### config.mk
export PLATFORM = sky130hd
export DESIGN_NAME = branch_target_adder_flat
export DESIGN_NICKNAME = d
export VERILOG_FILES = /design/src/rtl/branch_target_adder_if.sv /design/src/rtl/branch_target_adder.sv /design/src/flat_wrapper.sv
export SDC_FILE = /design/constraint.sdc
export NUM_CORES = 1
export LEC_CHECK = 0
export CORE_MARGIN = 2
export CORE_UTILIZATION = 42
export DETAILED_ROUTE_END_ITERATION = 6
export HOLD_SLACK_MARGIN = 0.1
export PLACE_DENSITY_LB_ADDON = 0.25
export SLEW_MARGIN = 20
export SYNTH_ARGS = -nofsm -noshare
export SYNTH_HDL_FRONTEND = slang
export SYNTH_SLANG_ARGS = --single-unit
### constraint.sdc
create_clock -name clk -period 4.4 [get_ports clk]
set_input_delay 0.44 -clock clk [delete_from_list [all_inputs] [get_ports clk]]
set_output_delay 0.44 -clock clk [all_outputs]
set_load 0.1 [all_outputs]
### src/rtl/branch_target_adder_if.sv
// Control-transfer target bus between the decode/PC-select logic and the
// branch target adder. Inputs come from the master; results go back to it.
interface branch_target_adder_if #(
    parameter int XLEN = 32
);
    logic [XLEN-1:0] pc;
    logic [XLEN-1:0] imm_gn;
    logic [XLEN-1:0] rs1;
    logic            is_jalr;
    logic            in_valid;

    logic [XLEN-1:0] branch_target;
    logic [XLEN-1:0] pc_plus4;
    logic            misaligned;
    logic            wrap;

    logic [XLEN-1:0] target_q;
    logic            misaligned_q;
    logic            wrap_q;
    logic            out_valid;

    modport master (
        output pc, imm_gn, rs1, is_jalr, in_valid,
        input  branch_target, pc_plus4, misaligned, wrap,
        input  target_q, misaligned_q, wrap_q, out_valid
    );

    modport slave (
        input  pc, imm_gn, rs1, is_jalr, in_valid,
        output branch_target, pc_plus4, misaligned, wrap,
        output target_q, misaligned_q, wrap_q, out_valid
    );
endinterface

### src/rtl/branch_target_adder.sv
// RISC-V branch/JAL/JALR target adder with pc+4, misalignment and wrap
// flags, plus a one-cycle registered copy qualified by in_valid.
module branch_target_adder #(
    parameter int XLEN   = 32,
    parameter int IALIGN = 32
) (
    input  logic                  clk,
    input  logic                  rst_n,
    branch_target_adder_if.slave  bus
);
    logic [XLEN-1:0] base;
    logic [XLEN:0]   sum_ext;
    logic            carry;
    logic [XLEN-1:0] target;
    logic            misaligned_c;
    logic            wrap_c;

    always_comb begin
        base = bus.is_jalr ? bus.rs1 : bus.pc;
        sum_ext = {1'b0, base} + {1'b0, bus.imm_gn};
        carry = sum_ext[XLEN];

        target = sum_ext[XLEN-1:0];
        if (bus.is_jalr) begin
            target[0] = 1'b0;
        end

        // A carry is expected when adding a negative immediate; only the
        // mismatch between carry and immediate sign means the address wrapped.
        wrap_c = carry ^ bus.imm_gn[XLEN-1];

        if (IALIGN == 16) begin
            misaligned_c = target[0];
        end else begin
            misaligned_c = |target[1:0];
        end
    end

    assign bus.branch_target = target;
    assign bus.misaligned    = misaligned_c;
    assign bus.wrap          = wrap_c;
    assign bus.pc_plus4      = bus.pc + XLEN'(4);

    always_ff @(posedge clk or negedge rst_n) begin
        if (!rst_n) begin
            bus.target_q     <= '0;
            bus.misaligned_q <= 1'b0;
            bus.wrap_q       <= 1'b0;
            bus.out_valid    <= 1'b0;
        end else begin
            bus.out_valid <= bus.in_valid;
            if (bus.in_valid) begin
                bus.target_q     <= target;
                bus.misaligned_q <= misaligned_c;
                bus.wrap_q       <= wrap_c;
            end
        end
    end
endmodule

### src/flat_wrapper.sv
// flat-port wrapper written by rule: the top's interface ports become plain ports
module branch_target_adder_flat 
#(
    parameter int XLEN   = 32,
    parameter int IALIGN = 32
)
  (clk, rst_n, bus_pc, bus_imm_gn, bus_rs1, bus_is_jalr, bus_in_valid, bus_branch_target, bus_pc_plus4, bus_misaligned, bus_wrap, bus_target_q, bus_misaligned_q, bus_wrap_q, bus_out_valid);
  branch_target_adder_if #(.XLEN(XLEN)) bus_i ();
  input  logic clk;
  input  logic rst_n;
  input wire logic [$bits(bus_i.pc)-1:0] bus_pc;
  input wire logic [$bits(bus_i.imm_gn)-1:0] bus_imm_gn;
  input wire logic [$bits(bus_i.rs1)-1:0] bus_rs1;
  input wire logic [$bits(bus_i.is_jalr)-1:0] bus_is_jalr;
  input wire logic [$bits(bus_i.in_valid)-1:0] bus_in_valid;
  output wire logic [$bits(bus_i.branch_target)-1:0] bus_branch_target;
  output wire logic [$bits(bus_i.pc_plus4)-1:0] bus_pc_plus4;
  output wire logic [$bits(bus_i.misaligned)-1:0] bus_misaligned;
  output wire logic [$bits(bus_i.wrap)-1:0] bus_wrap;
  output wire logic [$bits(bus_i.target_q)-1:0] bus_target_q;
  output wire logic [$bits(bus_i.misaligned_q)-1:0] bus_misaligned_q;
  output wire logic [$bits(bus_i.wrap_q)-1:0] bus_wrap_q;
  output wire logic [$bits(bus_i.out_valid)-1:0] bus_out_valid;
  assign bus_i.pc = bus_pc;
  assign bus_i.imm_gn = bus_imm_gn;
  assign bus_i.rs1 = bus_rs1;
  assign bus_i.is_jalr = bus_is_jalr;
  assign bus_i.in_valid = bus_in_valid;
  assign bus_branch_target = bus_i.branch_target;
  assign bus_pc_plus4 = bus_i.pc_plus4;
  assign bus_misaligned = bus_i.misaligned;
  assign bus_wrap = bus_i.wrap;
  assign bus_target_q = bus_i.target_q;
  assign bus_misaligned_q = bus_i.misaligned_q;
  assign bus_wrap_q = bus_i.wrap_q;
  assign bus_out_valid = bus_i.out_valid;
  branch_target_adder #(.XLEN(XLEN), .IALIGN(IALIGN)) u_core (.clk(clk), .rst_n(rst_n), .bus(bus_i));
endmodule
==> results of run 1 <==
## registers in the layout, summed over array words and instances (netlist names)
register and flops:
u_core.bus.target_q 32, u_core.bus.out_valid 1, u_core.bus.wrap_q 1, u_core.bus.misaligned_q 1
## layout make-up
| class | count | area share [%] |
|---|---|---|
| Clock buffer | 6 | 1.19 |
| Inverter | 8 | 0.433 |
| Timing Repair Buffer | 220 | 35.0 |
| Tap cell | 133 | 2.40 |
| Multi-Input combinational cell | 427 | 48.2 |
| Clock inverter | 2 | 0.234 |
| Sequential cell | 35 | 12.6 |
## placed cells by master, fill, tap and decap left out, types with 13 or more instances in the layout
cell	synthesis	layout
mux2_2	57	57
o21ai_0	19	19
ha_1	33	33
buf_4	4	43
nand2_1	41	41
nand4_1	13	13
buf_12	0	34
xnor2_1	41	26
nand3_1	20	20
nor2_1	40	40
dfrtp_1	35	35
clkdlybuf4s50_1	0	141
a21oi_1	42	42
xnor2_2	0	15
## metrics by stage
| stage | worst slack [ps] | utilization [%] | std cells |
|---|---|---|---|
| finish | 182 | 71.0 | 831 |
| global route | 15.6 | 71.0 | 831 |
| CTS | 140 | 70.9 | 831 |
| detailed placement | 151 | 69.9 | 823 |
| global placement | 206 | 69.9 | 823 |
| floorplan | 19.6 | - | 493 |
## cell usage after synthesis, drive strengths merged, types with 4 or more instances
| master | number | area (um^2) |
|---|---|---|
| a211oi | 7 | 62.6 |
| a21o | 9 | 68.8 |
| a21oi | 42 | 210 |
| a31oi | 5 | 37.5 |
| and3 | 5 | 31.3 |
| and4 | 4 | 37.5 |
| buf | 10 | 77.6 |
| clkbuf | 13 | 48.8 |
| dfrtp | 35 | 876 |
| ha | 33 | 413 |
| inv | 8 | 30.0 |
| mux2 | 58 | 657 |
| nand2 | 41 | 154 |
| nand3 | 20 | 100 |
| nand4 | 13 | 81.3 |
| nor2 | 41 | 156 |
| nor3 | 12 | 60.1 |
| o211ai | 5 | 56.3 |
| o21a | 4 | 30.0 |
| o21ai | 24 | 120 |
| o21bai | 4 | 30.0 |
| o31ai | 4 | 30.0 |
| xnor2 | 41 | 359 |
| xor2 | 16 | 140 |
## report_power, final
part	total, mW	switching (mW)	internal, mW	leakage (nW)
logic	2.86	1.99	0.873	2.43
clock network	0.249	0.122	0.128	0.0474
registers	0.465	0.0526	0.413	0.409
## layer usage
metal  track usage (%)  up-vias
li1                  -     2226
met1              37.1     2177
met2              41.4      207
met3              4.14       20
met4              7.24        0
met5                 0        -
## logic make-up after synthesis
logic type                 Yosys count  synth area share (%)
xor gates and xnor gates            57                  11.8
muxes                               61                  16.3
and+or+nand+nor                    153                  17.4
DFF                                 35                  20.7
adders and majority gates           34                  10.2
AOI/OAI and AO/OA                  122                  19.9
buffers and inverters               31                  3.70
## worst max-delay path, stage by stage
cell             delay, ps
clkdlybuf4s50_1        560
buf_12                 220
mux2_2                 360
ha_1                   370
nand2_1                100
nor3_1                 400
nand3_1                190
a21oi_1                380
a31o_2                 230
a21oi_1                 90
xnor2_2                210
buf_12                 200
## path summary, 6_finish.rpt
path	start	endpoint	slack, ps
min in group clk	u_core.bus.target_q[2]	u_core.bus.target_q[2]	510
setup / recovery	bus_is_jalr	bus_branch_target[30]	180
setup reg to reg	u_core.bus.target_q[31]	u_core.bus.target_q[31]	3410
hold / removal	rst_n	u_core.bus.target_q[3]	230
max in group asynchronous	rst_n	u_core.bus.target_q[29]	3660
hold reg to reg	u_core.bus.target_q[2]	u_core.bus.target_q[2]	510
==> qor.yml, run 1 <==
timing:
  fin_crit_sh_pct: 95.9
  rsz0062_at_grt: "false"
  worstMarginPinSlew_ps: 1020
  min_period_ps: 4220
  hold_viol_final: 0
  whs_ps: 230
  setup_viol: 0
  clock.fmax_ghz: 0.237
  finClkSkew_ps: 0
  fin_tns_setup_ps: 0
  slew_viol_final: 0
  max_slew_margin_pct: 32.1
finish:
  layout-drive-gt1-share_pct: 26.1
  diodes: 0
  stdcell_area_um2: 6940
  area_growth_pct: 64.2
  area.sequential_um2: 876
  multi_input_area_um2: 3340
  nNetsFinal: 831
  n_fill_cell: 786
route:
  drc: 0
  firstDrtPassIters: 5
  routed_wl_mm: 14.6
  wl_met3_mm: 1.06
  via_per_inst: 5.57
  drt_iter0_markers: 308
  vias: 4630
  met1_length_mm: 6.71
  route.met2.wl_mm: 6.49
  ant_nets: 0
  top_layer_used: "met4"
  wl_per_cell_um: 17.5
clock_network:
  clkSinkCount: 35
  root_buffer: "clkbuf_8"
  cts_tree: "built"
  clk_pin_slew_ps: 70
  postCtsHoldBufs: 0
  clk-insertion-delay-late_ps: 280
  cts_resized: 0
  cts_buffers: 5
  cts_max_path_buffers: 2
  cts_max_level: 2
  cts_setup_buffers: 0
flow_run:
  cap_violations: 0
synth:
  synthArstFlopShare_pct: 100
  syn_avg_cell_area_um2: 8.57
  synth_edf_count: 0
  syn_nets: 627
  synthCells: 493
  ys_types: 62
  seq_area_frac_synth_pct: 20.7
  synth.cell_area_um2: 4230
  synth_seq_cells: 35
  synth_flop_cell: "dfrtp_1"
  yosys_warnings: 0
hold_path:
  hp-class: "primary input to asynchronous set/reset pin"
grt:
  grt_max_degree: 43
  grt_pass1_wl_mm: 23.4
  antenna_found_initial: 0
  grt_usage_pct: 26.2
  grt_pass1_vias: 4624
  grt_overflow: 0
critical_path:
  crit_path_start_kind: "primary input"
  crit_type: "primary input to output port"
  rr_worst_depth: 3
  critPathMaxFanout: 32
  required_ps: 3960
  worst_setup_path_end_kind: "output port"
  cp.arrival_ps: 3780
floorplan:
  fp.coreArea_um2: 9770
  die_y_um: 104
  rows: 36
  start_util_pct: 43.2
  die_w_um: 104
  die_area_um2: 10900
  pin_count: 201
power_and_ir_drop:
  p_leak_nw: 2.89
  p_per_area_nw_per_um2: 515
  power_mw: 3.57
  ir_drop_v: 0.000544
placement:
  numPortBuffers: 200
  placed_area_um2: 6830
  dp_hpwl_mm: 12.2
  place_congestion: 0.947
outcome:
  status: "completed"
Power figures use the tool's default switching activity.
==> run 2, diff against run 1 <==
--- a/config.mk
+++ b/config.mk
@@ -5,8 +5,10 @@
 export SDC_FILE = /design/constraint.sdc
 export NUM_CORES = 1
 export LEC_CHECK = 0
+export ABC_AREA = 1
+export ABC_CLOCK_PERIOD_IN_PS = 4400
 export CORE_MARGIN = 2
-export CORE_UTILIZATION = 42
+export CORE_UTILIZATION = 45
 export DETAILED_ROUTE_END_ITERATION = 6
 export HOLD_SLACK_MARGIN = 0.1
 export PLACE_DENSITY_LB_ADDON = 0.25
==> qor.yml, run 2 <==
synth:
  seq_area_frac_synth_pct: 18.1  # was 20.7%
  ys_types: 31  # was 62
  syn_avg_cell_area_um2: 5.52  # was 8.57 um^2
  synth.cell_area_um2: 4830  # was 4230 um^2
  synth_edf_count: 0  # unchanged
  synthSimpleGateAreaFrac_pct: 47.4  # was 17.4%
  synth-adder-area-share_pct: 8.97  # was 10.2%
  synth_seq_cells: 35  # unchanged
  synth-xor-area-share_pct: 7.62  # was 11.8%
  syn_nets: 1008  # was 627
  synth_top_family_by_area: "simple AND/OR/NAND/NOR gates"  # was compound AO/OA/AOI/OAI gates
  ys_top_cells_by_area: "nand2_1, dfrtp_1, inv_1, ha_1, xor2_1"  # was dfrtp_1, mux2_2, ha_1, xnor2_1, a21oi_1
  synth_mux_area_share_pct: 0  # was 16.3%
  yosysMostFrequentCell: "nand2_1"  # was mux2_2
  yosysTopAreaCellShare_pct: 31.0  # was 20.7%
  yosys_warnings: 0  # unchanged
  synth_flop_cell: "dfrtp_1"  # unchanged
  synth_area_leader_cell: "nand2_1"  # was dfrtp_1
  synth_common_cells: "nand2_1, inv_1, nor2_1"  # was mux2_2, a21oi_1, nand2_1, xnor2_1, nor2_1
  synth-compound-area-share_pct: 4.67  # was 19.9%
  synthCells: 874  # was 493
  synthArstFlopShare_pct: 100  # unchanged
critical_path:
  crit_path_start_kind: "primary input"  # unchanged
  r2r-end: "u_core.bus.target_q[0]"  # was u_core.bus.target_q[31]
  crit_type: "primary input to output port"  # unchanged
  crit_end: "bus_branch_target[15]"  # was bus_branch_target[30]
  rr_worst_depth: 2  # was 3
  cp.arrival_ps: 3210  # was 3780 ps
  critPathMaxFanout: 50  # was 32
  rr_startpoint: "u_core.bus.target_q[0]"  # was u_core.bus.target_q[31]
  rrSetupSlack_ps: 3720  # was 3410 ps
  critPathLaunch: "bus_is_jalr"  # unchanged
  worst_setup_path_end_kind: "output port"  # unchanged
  required_ps: 3960  # about the same
route:
  wl_per_cell_um: 12.8  # was 17.5 um
  drt_iter0_markers: 258  # was 308
  ant_nets: 0  # unchanged
  via_per_inst: 4.80  # was 5.57
  firstDrtPassIters: 5  # unchanged
  vias: 5787  # was 4630
  routed_wl_mm: 15.4  # was 14.6 mm
  drc: 0  # unchanged
clock_network:
  cts_tree: "built"  # unchanged
  cts_max_path_buffers: 2  # unchanged
  postCtsHoldBufs: 0  # unchanged
  root_buffer: "clkbuf_8"  # unchanged
  cts_resized: 0  # unchanged
  cts_buffers: 5  # unchanged
  clkSinkCount: 35  # unchanged
  clk-insertion-delay-late_ps: 290  # was 280 ps
  cts_setup_buffers: 0  # unchanged
  cts_max_level: 2  # unchanged
  clk_pin_slew_ps: 70  # about the same
timing:
  worstMarginPinSlew_ps: 992  # was 1020 ps
  max_slew_margin_pct: 33.6  # was 32.1%
  rsz0062_at_grt: "false"  # unchanged
  clock.fmax_ghz: 0.274  # was 0.237 GHz
  fin_crit_sh_pct: 82.9  # was 95.9%
  min_period_ps: 3650  # was 4220 ps
  finClkSkew_ps: 0  # unchanged
  hold_viol_final: 0  # unchanged
  setup_viol: 0  # unchanged
  slew_viol_final: 0  # unchanged
  whs_ps: 479  # was 230 ps
  fin_tns_setup_ps: 0  # unchanged
flow_run:
  cap_violations: 0  # unchanged
finish:
  layout-drive-gt1-share_pct: 8.23  # was 26.1%
  largest_register: "u_core.bus.target_q"  # unchanged
  nNetsFinal: 1202  # was 831
  diodes: 0  # unchanged
  area_growth_pct: 52.2  # was 64.2%
  layout_commonest_cell: "nand2_1"  # was clkdlybuf4s50_1
  largest_register_ffs: 32  # unchanged
  most-common-layout-cells: "nand2_1, inv_1, clkdlybuf4s50_1, nor2_1, nand3_1"  # was clkdlybuf4s50_1, mux2_2, buf_4, a21oi_1, nand2_1
grt:
  grt_pass1_wl_mm: 25.1  # was 23.4 mm
  grt_usage_pct: 26.8  # was 26.2%
  grt_max_degree: 51  # was 43
  grt_overflow: 0  # unchanged
  antenna_found_initial: 0  # unchanged
  grt_pass1_vias: 5497  # was 4624
outcome:
  status: "completed"  # unchanged
placement:
  dp_hpwl_mm: 13.6  # was 12.2 mm
  numPortBuffers: 200  # unchanged
  place_congestion: 0.920  # was 0.947
power_and_ir_drop:
  p_per_area_nw_per_um2: 418  # was 515 nW/um^2
  p_leak_nw: 4.08  # was 2.89 nW
  ir_drop_v: 0.000393  # was 0.000544 V
floorplan:
  fp.coreArea_um2: 10400  # was 9770 um^2
  rows: 37  # was 36
  start_util_pct: 46.5  # was 43.2%
  die_y_um: 108  # was 104 um
  die_area_um2: 11600  # was 10900 um^2
  die_w_um: 108  # was 104 um
  pin_count: 201  # unchanged
hold_path:
  hp-class: "register to register"  # was primary input to asynchronous set/reset pin
## run 2: worst min path at each step
stage,from,to,cells past startpoint
CTS,u_core.bus.target_q[31],u_core.bus.target_q[31],2
floorplan,rst_n,u_core.bus.misaligned_q,0
finish,u_core.bus.target_q[31],u_core.bus.target_q[31],2
detailed placement,u_core.bus.target_q[31],u_core.bus.target_q[31],2
global route,u_core.bus.target_q[5],u_core.bus.target_q[5],2
global placement,u_core.bus.target_q[5],u_core.bus.target_q[5],2
## run 2: routing by layer
metal,track usage (%),routed length [um]
met1,34.7,6930
met2,45.4,7090
met3,4.96,1110
met4,7.60,311
met5,0,0
## run 2: logic make-up (layout without fill, tap and decap cells)
logic type	count (synthesis)	count (layout)
AND/OR/NAND/NOR	551	551
buffers and inverters	168	363
AO/OA/AOI/OAI	44	44
XOR/XNOR	42	42
flip-flops	35	35
adder cells (fa/ha/maj)	34	34
## run 2: stage by stage
stage               utilization [%]  cells  setup slack [ps]  area [um^2]  power [mW]
floorplan                         -    874               411         4830        2.04
global placement               69.8   1197               773         7230        2.77
detailed placement             69.8   1197               790         7230        2.79
CTS                            70.8   1205               771         7350        3.08
global route                   70.8   1205               505         7350        3.21
finish                         70.8   1205               752         7350        3.07
## run 2: critical path, stage by stage
cell and delay (ps):
clkdlybuf4s50_1 480, buf_4 370, o21ai_0 170, ha_1 380
nand2_1 140, nor2_1 160, nand3_1 90, nand2_1 120
nand2_1 60, nand2_1 170, xor2_1 390, buf_12 230
## run 2: where the power goes
group	internal [mW]	switching (mW)
combinational	0.679	1.68
sequential	0.386	0.0345
clock	0.169	0.122
total	1.23	1.84
## run 2: final cells by class
cell class	count	area [um^2]
clock buffers	5	68.8
clock inverters	3	43.8
fillers	956	3020
inverters	152	571
multi-input cells	671	3310
flip-flops and latches	35	876
well taps	136	170
repair buffers	203	2300
==> run 3, diff against run 2 <==
--- a/config.mk
+++ b/config.mk
@@ -6,9 +6,9 @@
 export NUM_CORES = 1
 export LEC_CHECK = 0
 export ABC_AREA = 1
-export ABC_CLOCK_PERIOD_IN_PS = 4400
+export ABC_CLOCK_PERIOD_IN_PS = 3200
 export CORE_MARGIN = 2
-export CORE_UTILIZATION = 45
+export CORE_UTILIZATION = 40
 export DETAILED_ROUTE_END_ITERATION = 6
 export HOLD_SLACK_MARGIN = 0.1
 export PLACE_DENSITY_LB_ADDON = 0.25
==> constraint.sdc (replaced) <==
create_clock -name clk -period 3.2 [get_ports clk]
set_input_delay 0.32 -clock clk [delete_from_list [all_inputs] [get_ports clk]]
set_output_delay 0.32 -clock clk [all_outputs]
set_load 0.1 [all_outputs]
==> qor.yml, run 3 (synthesis results as in run 2) <==
outcome:
  status: "completed"  # unchanged
floorplan:
  die_area_um2: 13000  # was 11600 um^2
  fp.coreArea_um2: 11900  # was 10400 um^2
  start_util_pct: 40.5  # was 46.5%
  pin_count: 201  # unchanged
  rows: 40  # was 37
  die_w_um: 114  # was 108 um
  die_y_um: 114  # was 108 um
power_and_ir_drop:
  sw_frac_of_total_pct: 56.2  # was 59.8%
  ir_drop_v: 0.000277  # was 0.000393 V
  p_sw_mw: 2.58  # was 1.84 mW
  internal_power_mw: 2.01  # was 1.23 mW
  p_seq_share_pct: 12.6  # was 13.7%
  power_mw: 4.59  # was 3.07 mW
  pwr-share-clk_pct: 13.7  # was 9.5%
  p_leak_nw: 4.37  # was 4.08 nW
  p_per_area_nw_per_um2: 572  # was 418 nW/um^2
  comb_power_share_pct: 73.6  # was 76.8%
clock_network:
  cts_max_path_buffers: 2  # unchanged
  cts_max_level: 2  # unchanged
  clk_pin_slew_ps: 60  # was 70 ps
  postCtsHoldBufs: 0  # unchanged
  root_buffer: "clkbuf_16"  # was clkbuf_8
  clk-insertion-delay-late_ps: 280  # was 290 ps
  clkSinkCount: 35  # unchanged
  cts_tree: "built"  # unchanged
  cts_buffers: 5  # unchanged
timing:
  worstMarginPinSlew_ps: 987  # was 992 ps
  whs_ps: 116  # was 479 ps
  fin_tns_setup_ps: 0  # unchanged
  fin_crit_sh_pct: 93.6
  worst_slack_ps: 204  # was 752 ps
  clock.fmax_ghz: 0.334
  finClkSkew_ps: 0  # unchanged
  min_period_ps: 3000
  rsz0062_at_grt: "false"  # unchanged
  slew_viol_final: 0  # unchanged
  max_slew_margin_pct: 34.0  # was 33.6%
  setup_viol: 0  # unchanged
  hold_viol_final: 0  # unchanged
placement:
  place_ws_ps: -32.5  # was 790 ps
  placed_area_um2: 7760  # was 7230 um^2
  numPortBuffers: 200  # unchanged
  dp_hpwl_mm: 13.8  # was 13.6 mm
  dpl.cell_count: 1228  # was 1197
  place_congestion: 0.897  # was 0.920
finish:
  area_growth_pct: 66.3  # was 52.2%
  finalCoreUtilization_pct: 67.4  # was 70.8%
  diodes: 0  # unchanged
  layout_commonest_cell: "nand2_1"  # unchanged
  largest_register_ffs: 32  # unchanged
  layout-drive-gt1-share_pct: 13.7  # was 8.23%
  stdcell_count: 1240  # was 1205
  nNetsFinal: 1226  # was 1202
  most-common-layout-cells: "nand2_1, inv_1, clkdlybuf4s50_1, buf_12, nor2_1"  # was nand2_1, inv_1, clkdlybuf4s50_1, nor2_1, nand3_1
  stdcell_area_um2: 8030  # was 7350 um^2
  largest_register: "u_core.bus.target_q"  # unchanged
critical_path:
  critPathMaxFanout: 4  # was 50
  rr_worst_depth: 2  # unchanged
  required_ps: 2880  # was 3960 ps
  rr_startpoint: "u_core.bus.target_q[0]"  # unchanged
  crit_type: "primary input to output port"  # unchanged
  rrSetupSlack_ps: 2550  # was 3720 ps
  crit_path_start_kind: "primary input"  # unchanged
  worst_setup_path_end_kind: "output port"  # unchanged
  r2r-end: "u_core.bus.target_q[0]"  # unchanged
  cp.arrival_ps: 2680  # was 3210 ps
route:
  wl_per_cell_um: 12.9  # was 12.8 um
  vias: 5822  # was 5787
  routed_wl_mm: 16.0  # was 15.4 mm
  ant_nets: 0  # unchanged
  firstDrtPassIters: 5  # unchanged
  drc: 0  # unchanged
  via_per_inst: 4.70  # was 4.80
  drt_iter0_markers: 408  # was 258
flow_run:
  cap_violations: 0  # unchanged
hold_path:
  hp-class: "primary input to asynchronous set/reset pin"  # was register to register
grt:
  antenna_found_initial: 0  # unchanged
  grt_max_degree: 36  # was 51
  grt_pass1_vias: 5649  # was 5497
  grt_overflow: 0  # unchanged
  grt_pass1_wl_mm: 26.5  # was 25.1 mm
  grt_usage_pct: 25.1  # was 26.8%
[run 3: changes by cell type in the layout (fill, tap and decap cells not counted), moves of 3 or more]
cell             before  now
xor2_2                0   14
xor2_1               41   27
buf_12               34   56
clkdlybuf4s50_1     142  132
o21ai_1               1    6
o21ai_0              19   14
buf_4                27   36
clkbuf_8              5    0
clkbuf_16             0    5
and2_2                0    3
and2_1               16   12
nand2_1             399  395
nand2_2               4    8
[run 3: repair_timing]
action                     in CTS  in global routing
setup endpoints to repair      10                 19
buffers inserted                2                  1
cloned                          1                  0
gates resized for setup         3                 16
pin swaps                       2                  2
[run 3: worst max-delay path by stage]
stage | from | to | slack (ps) | cells past startpoint
floorplan | bus_pc[2] | bus_branch_target[20] | -60 | 10
global placement | bus_is_jalr | bus_wrap | -20 | 14
detailed placement | bus_is_jalr | bus_wrap | -30 | 14
CTS | bus_is_jalr | bus_branch_target[30] | 120 | 17
global route | bus_pc[15] | bus_branch_target[25] | 2 | 15
finish | bus_pc[2] | bus_branch_target[29] | 200 | 13
[run 3: layout make-up]
class,instances,area [um^2]
Clock buffer,5,125
Clock inverter,3,67.6
Fill cell,1115,3880
Inverter,152,571
Multi-Input combinational cell,671,3450
Sequential cell,35,876
Tap cell,147,184
Timing Repair Buffer,227,2760
[run 3: worst max-delay path, stage by stage]
cell and delay [ps]:
clkdlybuf4s50_1 510, inv_1 70, o21ai_1 180, ha_1 310, or2_1 240, nand3_1 90, nand2_1 120, nand2_1 130
nand2_2 100, nand2_1 110, nand3_1 90, and2_2 230, buf_12 170
[run 3: power by group through the flow]
stage	logic, mW	registers [mW]	clock network (mW)
after detailed placement	3.36	0.588	0
final	3.38	0.580	0.631
after global placement	3.34	0.583	0
after CTS	3.38	0.580	0.636
after global routing	3.54	0.590	0.663
after floorplan	1.60	1.24	0
[run 3: routing by layer]
metal  track usage, %  up-vias  wire length, um
met5                0        -                0
met1             32.0     2571             7120
met2             43.3      180             7380
met3             5.53       17             1200
li1                 -     3054                -
met4             6.10        0              284
